[config.mk]
export PLATFORM = sky130hd
export DESIGN_NAME = char_motion
export DESIGN_NICKNAME = d
export VERILOG_FILES = /design/src/rtl/char_motion.sv
export SDC_FILE = /design/constraint.sdc
export NUM_CORES = 1
export LEC_CHECK = 0
export CAP_MARGIN = 10
export CORE_ASPECT_RATIO = 0.8
export CORE_MARGIN = 3
export CORE_UTILIZATION = 40
export CTS_CLUSTER_DIAMETER = 50
export DETAILED_ROUTE_END_ITERATION = 16
export PLACE_DENSITY = 0.63
export SYNTH_ARGS = -nofsm -noshare
export SYNTH_HDL_FRONTEND = slang
export SYNTH_SLANG_ARGS = --single-unit
[constraint.sdc]
create_clock -name clk -period 6.86 [get_ports clk]
set_input_delay 1.372 -clock clk [delete_from_list [all_inputs] [get_ports clk]]
set_output_delay 1.372 -clock clk [all_outputs]
set_load 0.03 [all_outputs]
[src/rtl/char_motion.sv]
// char_motion: per-frame character kinematics. Covers the horizontal walk, a velocity-based
// jump with gravity and terminal fall speed, coyote time, and an edge-triggered jump button.
// Optional feature macro: DOUBLE_JUMP_EN (one extra jump per airtime when defined).
module char_motion #(
    parameter int POS_W     = 12,
    parameter int VEL_W     = 8,
    parameter int SCREEN_W  = 1024,
    parameter int CHAR_LNG  = 19,
    parameter int SPAWN_X   = 204,
    parameter int GROUND_Y  = 689,
    parameter int MOVE_STEP = 5,
    parameter int JUMP_V0   = 12,
    parameter int GRAVITY   = 1,
    parameter int MAX_FALL  = 8,
    parameter int COYOTE_FR = 4
) (
    input  logic             clk,
    input  logic             rst,
    input  logic             frame_tick,
    input  logic [1:0]       game_active,
    input  logic             respawn,
    input  logic             stepleft,
    input  logic             stepright,
    input  logic             stepjump,
    input  logic             on_ground,
    output logic [POS_W-1:0] pos_x,
    output logic [POS_W-1:0] pos_y,
    output logic             flip_h,
    output logic [1:0]       air_state,
    output logic             landed
);
    typedef enum logic [1:0] {
        GROUNDED = 2'd0,
        RISE     = 2'd1,
        FALL     = 2'd2
    } air_t;

    localparam int CW = $clog2(COYOTE_FR + 1);

    localparam logic [POS_W-1:0]        X_MIN    = POS_W'(CHAR_LNG + MOVE_STEP);
    localparam logic [POS_W-1:0]        X_MAX    = POS_W'(SCREEN_W - CHAR_LNG - MOVE_STEP);
    localparam logic [POS_W-1:0]        STEP     = POS_W'(MOVE_STEP);
    localparam logic [POS_W-1:0]        SPAWN_V  = POS_W'(SPAWN_X);
    localparam logic [POS_W-1:0]        GROUND_V = POS_W'(GROUND_Y);
    localparam logic [POS_W:0]          GROUND_W = (POS_W + 1)'(GROUND_Y);
    localparam logic signed [VEL_W-1:0] JUMP_V   = VEL_W'(JUMP_V0);
    localparam logic signed [VEL_W-1:0] GRAV_V   = VEL_W'(GRAVITY);
    localparam logic signed [VEL_W-1:0] MAX_V    = VEL_W'(MAX_FALL);
    localparam logic [CW-1:0]           COY_LIM  = CW'(COYOTE_FR);

    // Registered copies of every input
    logic       frame_tick_reg, respawn_reg, stepleft_reg, stepright_reg;
    logic       stepjump_reg, stepjump_prev, on_ground_reg;
    logic [1:0] game_active_reg;

    // Kinematic state and its next values
    air_t                    state, state_n;
    logic [POS_W-1:0]        x, x_n, y, y_n;
    logic signed [VEL_W-1:0] vy, vy_n;
    logic [CW-1:0]           coyote, coyote_n;
    logic                    jump_req, jump_req_n;
    logic                    flip_n, landed_n;
`ifdef DOUBLE_JUMP_EN
    logic                    air_jump_used, air_jump_used_n;
`endif

    // Per-frame arithmetic helpers; vy is never negative, so its magnitude is a zero-extension
    logic                    jump_edge, active, frame_en, air_take;
    logic [POS_W-1:0]        vy_mag;
    logic signed [VEL_W-1:0] vy_dec, vy_inc, vy_fall;
    logic [POS_W:0]          y_sum;
    logic [CW-1:0]           coyote_inc;

    assign jump_edge  = stepjump_reg & ~stepjump_prev;
    assign active     = (game_active_reg == 2'd1);
    assign frame_en   = frame_tick_reg & active;
    assign vy_mag     = {{(POS_W - VEL_W){1'b0}}, vy};
    assign vy_dec     = vy - GRAV_V;
    assign vy_inc     = vy + GRAV_V;
    assign vy_fall    = (vy_inc > MAX_V) ? MAX_V : vy_inc;
    assign y_sum      = {1'b0, y} + {{(POS_W + 1 - VEL_W){1'b0}}, vy_fall};
    assign coyote_inc = coyote + CW'(1);
`ifdef DOUBLE_JUMP_EN
    assign air_take   = jump_req & ~air_jump_used;
`else
    assign air_take   = 1'b0;
`endif

    // Register inputs once; stepjump_prev gives the rising-edge detector its history
    always_ff @(posedge clk or posedge rst) begin
        // NOTE: sequential state uses non-blocking assignments so every register samples pre-edge values.
        if (rst) begin
            frame_tick_reg  <= 1'b0;
            respawn_reg     <= 1'b0;
            stepleft_reg    <= 1'b0;
            stepright_reg   <= 1'b0;
            stepjump_reg    <= 1'b0;
            stepjump_prev   <= 1'b0;
            on_ground_reg   <= 1'b0;
            game_active_reg <= 2'd0;
        end else begin
            frame_tick_reg  <= frame_tick;
            respawn_reg     <= respawn;
            stepleft_reg    <= stepleft;
            stepright_reg   <= stepright;
            stepjump_reg    <= stepjump;
            stepjump_prev   <= stepjump_reg;
            on_ground_reg   <= on_ground;
            game_active_reg <= game_active;
        end
    end

    // Next-state logic: facing every clock, respawn first, then the per-frame update
    always_comb begin
        // NOTE: every next value takes its hold default first, so no path can infer a latch.
        state_n    = state;
        x_n        = x;
        y_n        = y;
        vy_n       = vy;
        coyote_n   = coyote;
        jump_req_n = jump_req | jump_edge;
        flip_n     = flip_h;
        landed_n   = 1'b0;
`ifdef DOUBLE_JUMP_EN
        air_jump_used_n = air_jump_used;
`endif
        if (active) begin
            if (stepleft_reg && !stepright_reg)
                flip_n = 1'b1;
            else if (stepright_reg && !stepleft_reg)
                flip_n = 1'b0;
        end

        if (respawn_reg) begin
            x_n        = SPAWN_V;
            y_n        = GROUND_V;
            state_n    = GROUNDED;
            vy_n       = '0;
            coyote_n   = '0;
            jump_req_n = 1'b0;
            landed_n   = (state == FALL);
        end else if (frame_en) begin
            // A pending request is used or dropped by this frame; only a fresh edge survives
            jump_req_n = jump_edge;

            if (stepleft_reg && !stepright_reg) begin
                if (x > X_MIN) x_n = x - STEP;
            end else if (stepright_reg && !stepleft_reg) begin
                if (x < X_MAX) x_n = x + STEP;
            end

            case (state)
                GROUNDED: begin
                    if (jump_req) begin
                        state_n  = RISE;
                        vy_n     = JUMP_V;
                        coyote_n = '0;
                    end else if (on_ground_reg) begin
                        coyote_n = '0;
                    end else if (y < GROUND_V) begin
                        coyote_n = coyote_inc;
                        if (coyote_inc == COY_LIM) begin
                            state_n  = FALL;
                            vy_n     = '0;
                            coyote_n = '0;
                        end
                    end
                end
                RISE: begin
                    if (air_take) begin
                        vy_n = JUMP_V;
`ifdef DOUBLE_JUMP_EN
                        air_jump_used_n = 1'b1;
`endif
                    end else if (y < vy_mag) begin
                        // Ceiling clamp: stop at row 0 instead of wrapping
                        y_n     = '0;
                        vy_n    = '0;
                        state_n = FALL;
                    end else begin
                        y_n = y - vy_mag;
                        if (vy_dec[VEL_W-1] || vy_dec == '0) begin
                            vy_n    = '0;
                            state_n = FALL;
                        end else begin
                            vy_n = vy_dec;
                        end
                    end
                end
                FALL: begin
                    if (air_take) begin
                        state_n = RISE;
                        vy_n    = JUMP_V;
`ifdef DOUBLE_JUMP_EN
                        air_jump_used_n = 1'b1;
`endif
                    end else if (y_sum >= GROUND_W) begin
                        y_n      = GROUND_V;
                        vy_n     = '0;
                        state_n  = GROUNDED;
                        landed_n = 1'b1;
                    end else if (on_ground_reg) begin
                        vy_n     = '0;
                        state_n  = GROUNDED;
                        landed_n = 1'b1;
                    end else begin
                        y_n  = y_sum[POS_W-1:0];
                        vy_n = vy_fall;
                    end
                end
                default: state_n = GROUNDED;
            endcase
        end
`ifdef DOUBLE_JUMP_EN
        if (state_n == GROUNDED) air_jump_used_n = 1'b0;
`endif
    end

    // Kinematic state register
    always_ff @(posedge clk or posedge rst) begin
        if (rst) begin
            state    <= GROUNDED;
            x        <= SPAWN_V;
            y        <= GROUND_V;
            vy       <= '0;
            coyote   <= '0;
            jump_req <= 1'b0;
            flip_h   <= 1'b0;
            landed   <= 1'b0;
`ifdef DOUBLE_JUMP_EN
            air_jump_used <= 1'b0;
`endif
        end else begin
            state    <= state_n;
            x        <= x_n;
            y        <= y_n;
            vy       <= vy_n;
            coyote   <= coyote_n;
            jump_req <= jump_req_n;
            flip_h   <= flip_n;
            landed   <= landed_n;
`ifdef DOUBLE_JUMP_EN
            air_jump_used <= air_jump_used_n;
`endif
        end
    end

    // Position outputs trail the internal state by one clock
    always_ff @(posedge clk or posedge rst) begin
        if (rst) begin
            pos_x <= SPAWN_V;
            pos_y <= GROUND_V;
        end else begin
            pos_x <= x;
            pos_y <= y;
        end
    end

    assign air_state = state;

endmodule

Yosys cells after proc, flatten, opt, wreduce, memory -nomap -nowiden
Cells that the tools add are included.
{ "classes": {"n_eq_ne": 11, "n_div": 0, "n_shift": 0, "n_bitwise": 4, "n_mux": 51, "magnitude_cmp": 6, "reduce_logical": 21, "addsub": 7, "mul": 0} }
{ "op_table": {"columns": ["op", "count"], "rows": [
  ["12-bit 2-to-1 mux", 11],
  ["8-bit 2-to-1 mux", 11],
  ["12-bit by 10-bit < comparator with 1-bit output, second input constant", 2],
  ["12-bit one-hot mux with 2 select lines", 1],
  ["8-bit one-hot mux with 3 select lines", 1],
  ["3-bit 2-to-1 mux", 7],
  ["2-bit 2-to-1 mux", 10],
  ["4-bit != test, second input constant", 4],
  ["12-bit by 8-bit adder with 13-bit output", 1],
  ["13-bit by 10-bit greater-or-equal comparator with 1-bit output, second input constant", 1],
  ["12-bit by 3-bit adder with 12-bit output, second input constant", 1],
  ["12-bit by 5-bit greater-than comparator with 1-bit output, second input constant", 1],
  ["12-bit by 8-bit < comparator with 1-bit output", 1],
  ["12-bit by 3-bit subtractor with 12-bit output, second input constant", 1],
  ["12-bit by 8-bit subtractor with 12-bit output", 1],
  ["1-bit 2-to-1 mux", 9],
  ["3-bit nonzero test", 3],
  ["8-bit by 2-bit adder with 8-bit output, second input constant", 1],
  ["8-bit by 5-bit greater-than comparator with 1-bit output, second input constant", 1],
  ["8-bit logical NOT", 1],
  ["4-bit by 3-bit != test with 1-bit output, second input constant", 2],
  ["4-bit nonzero test", 2],
  ["8-bit by 2-bit subtractor with 8-bit output, second input constant", 1],
  ["2-bit one-hot mux with 3 select lines", 1],
  ["18 further kinds", 25]
]} }
{ "word_totals": {"inputBits": 10, "ramBits": 0, "n_memories": 0, "latchBits": 0, "elab_cells": 118, "output_inout_bits": 28, "mem_bits_ro": 0, "ff_bits": 73} }

Depth between registers and ports, before layout
{ "depth": {"ltp_word": 9, "mapped_depth": 20, "mapped_depth_nobuf": 18} }

Worst setup path after synthesis
Ideal clock, no wire load.
{ "synth_path": {"path_type": "register to register", "start": "reg vy[0]", "end": "reg vy[1]", "setup_time_ps": 121, "stages_incl_launch_ff": 18, "setup_slack_ps": 2533, "arrival_time_ps": 4206, "path_buffers": 1, "required_time_ps": 6739, "path_cell_list": "dfrtp_1 -> inv_1 -> nor4_1 -> nand4_1 -> xnor2_1 -> o21a_1 -> nand2b_1 -> ha_1 -> or4b_1 -> o2111ai_1 -> a211oi_1 -> o32ai_2 -> a221oi_1 -> o31ai_2 -> buf_6 -> nor3_2 -> mux2_2 -> a22o_1"} }
{ "synth_via": {"elab_chain_cells": 9, "word_cells_on_any_way": 16} }
{ "synth_rtl": {"columns": ["element", "line", "text"], "rows": [
  ["from (decl)", "59", "logic signed [VEL_W-1:0] vy, vy_n;"],
  ["from (signal assigned)", "237", "vy <= vy_n;"],
  ["8-bit by 2-bit adder with 8-bit output", "79", "assign vy_inc = vy + GRAV_V;"],
  ["8-bit by 5-bit greater-than comparator with 1-bit output", "80", "assign vy_fall = (vy_inc > MAX_V) ? MAX_V : vy_inc;"],
  ["8-bit 2-to-1 mux", "80", null],
  ["12-bit by 8-bit adder with 13-bit output", "81", "assign y_sum = {1'b0, y} + {{(POS_W + 1 - VEL_W){1'b0}}, vy_fall};"],
  ["13-bit by 10-bit greater-or-equal comparator with 1-bit output", "197", "end else if (y_sum >= GROUND_W) begin"],
  ["8-bit 2-to-1 mux", "197", null],
  ["8-bit one-hot mux with 3 select lines *", "152", "case (state)"],
  ["8-bit 2-to-1 mux *", "142", "end else if (frame_en) begin"],
  ["8-bit 2-to-1 mux *", "134", "if (respawn_reg) begin"]
]} }
Mark *: on every way between the ends. The rest lies on a longest branch, timed or not. The select of a mux whose other input is x is not followed.
A chain may end at the register's enable or synchronous reset.

Worst setup path after layout
{ "layout_path": {"start": "reg vy[0]", "end": "reg y[5]"} }
{ "layout_via": {"elab_chain_cells": 9, "word_cells_on_any_way": 15} }
{ "layout_rtl": {"columns": ["element", "line", "text"], "rows": [
  ["8-bit by 2-bit adder with 8-bit output", "79", null],
  ["8-bit by 5-bit greater-than comparator with 1-bit output", "80", null],
  ["8-bit 2-to-1 mux", "80", null],
  ["12-bit by 8-bit adder with 13-bit output", "81", null],
  ["13-bit by 10-bit greater-or-equal comparator with 1-bit output or 12-bit 2-to-1 mux (tied branches)", "197, 202", null],
  ["12-bit 2-to-1 mux", "197", null],
  ["12-bit one-hot mux with 2 select lines", "152", null],
  ["12-bit 2-to-1 mux", "142", null],
  ["12-bit 2-to-1 mux", "134", null],
  ["to (signal assigned)", "236", "y <= y_n;"],
  ["to (decl)", "58", "logic [POS_W-1:0] x, x_n, y, y_n;"]
]} }
Several ways; a longest one is shown, not always the timed one. The select of a mux whose other input is x is not followed.

==> flow_summary.json <==
{
  "layout_commonest_cell": "dfrtp_1",
  "worstMarginPinSlew_ns": 0.929,
  "clock_latency_ns": 0.34,
  "dp_cells": 667,
  "slowest_delay_ns": 0.79,
  "pre_cts_slack_ns": 1.39,
  "synth_top_family_by_area": "compound AO/OA/AOI/OAI gates",
  "crit_type": "register to register",
  "drive_above_1_share": 0.104,
  "clk_pin_slew_ns": 0.05,
  "period_needed_ns": 5.56,
  "path_delay_family": "compound AO/OA/AOI/OAI gates",
  "start_util": 0.421,
  "avgRoutedWirePerCell_um": 16.9,
  "netlist_instances": 497,
  "synth-seq-cells": 73,
  "hold_viol_final": 0,
  "skew_ns": 0.00575,
  "max_slew_margin": 0.379,
  "drtPass1Iterations": 5,
  "worst-path-buf-inv": 1,
  "io_buffers": 37,
  "critical_path.cell_chain": "inv_1 -> nor4_1 -> nand4_1 -> xnor2_1 -> o21a_1 -> nand2b_1 -> ha_1 -> or4b_1 -> o2111ai_1 -> a211oi_1 -> o32ai_2 -> a221oi_1 -> o31ai_2 -> o221ai_1 -> nand2_1 -> a2bb2oi_1",
  "post_cts_buffers": 0,
  "finalMaxSlewViolations": 0,
  "stdcell_count": 683,
  "cts.htree.levels": 3,
  "cp.arrival_ns": 5.82,
  "clockBufferDepth": 2,
  "ys_types": 73,
  "postCtsHoldBufs": 0,
  "drcViolationCount": 0,
  "grt_max_degree": 74,
  "grt_pass1_wl_um": 19100,
  "ys_async_sr_fraction": 1.00,
  "cts_tree": "done",
  "postRouteAntennaNets": 0,
  "min-delay-path-class": "register to register",
  "worstPathRequired_ns": 7.11,
  "syn_area_um2": 4710,
  "ys_seq_area_frac": 0.393,
  "synth.mux.area_fraction": 0.0183,
  "synth_fp_nets": 548,
  "outcome": "finished, final reports clean",
  "cp_max_fo": 11,
  "drt-vias-per-instance": 5.72,
  "cts_num_sinks": 73,
  "die_y_um": 103,
  "synth_adder_area_share": 0.114,
  "io-pin-count": 38,
  "synth_ff_type": "dfrtp_1",
  "area_growth_pct": 17.5,
  "rsz0062_at_grt": "false",
  "synth-simple-area-share": 0.160,
  "dp_hpwl_um": 8600,
  "period_share": 0.811,
  "fin_setup_tns_ns": 0,
  "layout_setup_ws_ns": 1.30,
  "grt_util_all_layers": 0.184,
  "diodes": 0,
  "layout.nets": 585,
  "routed_wl_um": 11600,
  "vdd_drop_max_uv": 112,
  "grt.overflow.total": 0,
  "grt_pass1_vias": 3670,
  "gp_congestion": 0.941,
  "p_leak_nw": 2.39,
  "core_um2": 11200,
  "synthXorXnorAreaFrac": 0.0558,
  "cap_viol_max_count": 0,
  "powerDensity_nw_per_um2": 213,
  "fmax_ghz": 0.180,
  "fp-row-count": 34,
  "die_w_um": 127,
  "final_cell_mix": "55 x dfrtp_1, 41 x nor2_1, 38 x ha_1, 37 x inv_1, 37 x clkdlybuf4s50_1",
  "vias": 3909,
  "fp.dieArea_um2": 13100,
  "end_kind": "register",
  "start_kind": "register",
  "synth_compound_area_frac": 0.214,
  "drt_iter0_markers": 351,
  "setup_viol": 0,
  "crit_slowest_cell": "o31ai_2",
  "antenna_found_initial": 0,
  "cts-buffers-inserted": 9,
  "synth-edff-count": 0,
  "cts_resized": 0,
  "cts-root-buf": "clkbuf_16",
  "yosys_warnings": 0,
  "avgSynthCellArea_um2": 9.48
}
-- metrics by stage --
stage                     instance area, µm²  total power [W]  utilization  hold slack [ns]
after floorplan                         4710         0.000623            -            0.347
after global placement                  5210         0.000674        0.466            0.359
after detailed placement                5210         0.000678        0.466            0.374
after CTS                               5530          0.00119        0.495            0.386
after global routing                    5530          0.00123        0.495            0.400
final                                   5530          0.00118        0.495            0.379
-- kinds of logic after synthesis --
family,Yosys count
AND/OR/NAND/NOR,148
AO/OA/AOI/OAI,145
flip-flops,73
buffers and inverters,52
adder cells (fa/ha/maj),41
XOR/XNOR,30
multiplexers,8
-- routing by layer --
metal,global-route usage,vias to the layer above,wire (µm)
met5,0,-,0
met1,0.278,1903,5800
met2,0.268,112,4950
met4,0.0478,0,105
met3,0.0394,9,715
li1,-,1885,-
-- path summary, 6_finish.rpt --
kind | start | end | slack [ns] | cells after the start
max in group asynchronous | rst | air_state[0] | 4.63 | 3
worst max-delay path | vy[0] | y[5] | 1.30 | 16
worst max register to register | vy[0] | y[5] | 1.30 | 16
min in group asynchronous | rst | x[0] | 1.65 | 3
worst min register to register | stepjump_reg | stepjump_prev | 0.38 | 0
worst min-delay path | stepjump_reg | stepjump_prev | 0.38 | 0
-- synth_stat cells (all sizes together) (6+ instances only) --
library cell | count | share of area
clkbuf | 7 | 0.0056
a31oi | 6 | 0.0080
xnor2 | 24 | 0.045
inv | 38 | 0.030
mux2i | 6 | 0.013
dfrtp | 55 | 0.29
nor4 | 8 | 0.011
nor2 | 42 | 0.034
o211ai | 8 | 0.013
xor2 | 6 | 0.011
o21ai | 30 | 0.033
nor3 | 15 | 0.017
ha | 38 | 0.10
nand3 | 10 | 0.011
a21oi | 36 | 0.038
o22ai | 6 | 0.0093
o31ai | 6 | 0.011
buf | 7 | 0.0093
nand2 | 34 | 0.027
dfstp | 18 | 0.10
a21o | 6 | 0.0096
-- where the power goes --
| group | switching (W) | internal [W] |
|---|---|---|
| Sequential | 0.0000179 | 0.000447 |
| Clock | 0.000177 | 0.000328 |
| Combinational | 0.000127 | 0.0000820 |
-- cell type report --
cell class | instances | area (µm²)
clock inverters | 5 | 78.8
multi-input cells | 372 | 2650
well taps | 144 | 180
flip-flops and latches | 73 | 1850
repair buffers | 40 | 393
clock buffers | 11 | 243
fillers | 1056 | 5650
inverters | 38 | 143
No activity file was read; power rests on OpenSTA's default activity.
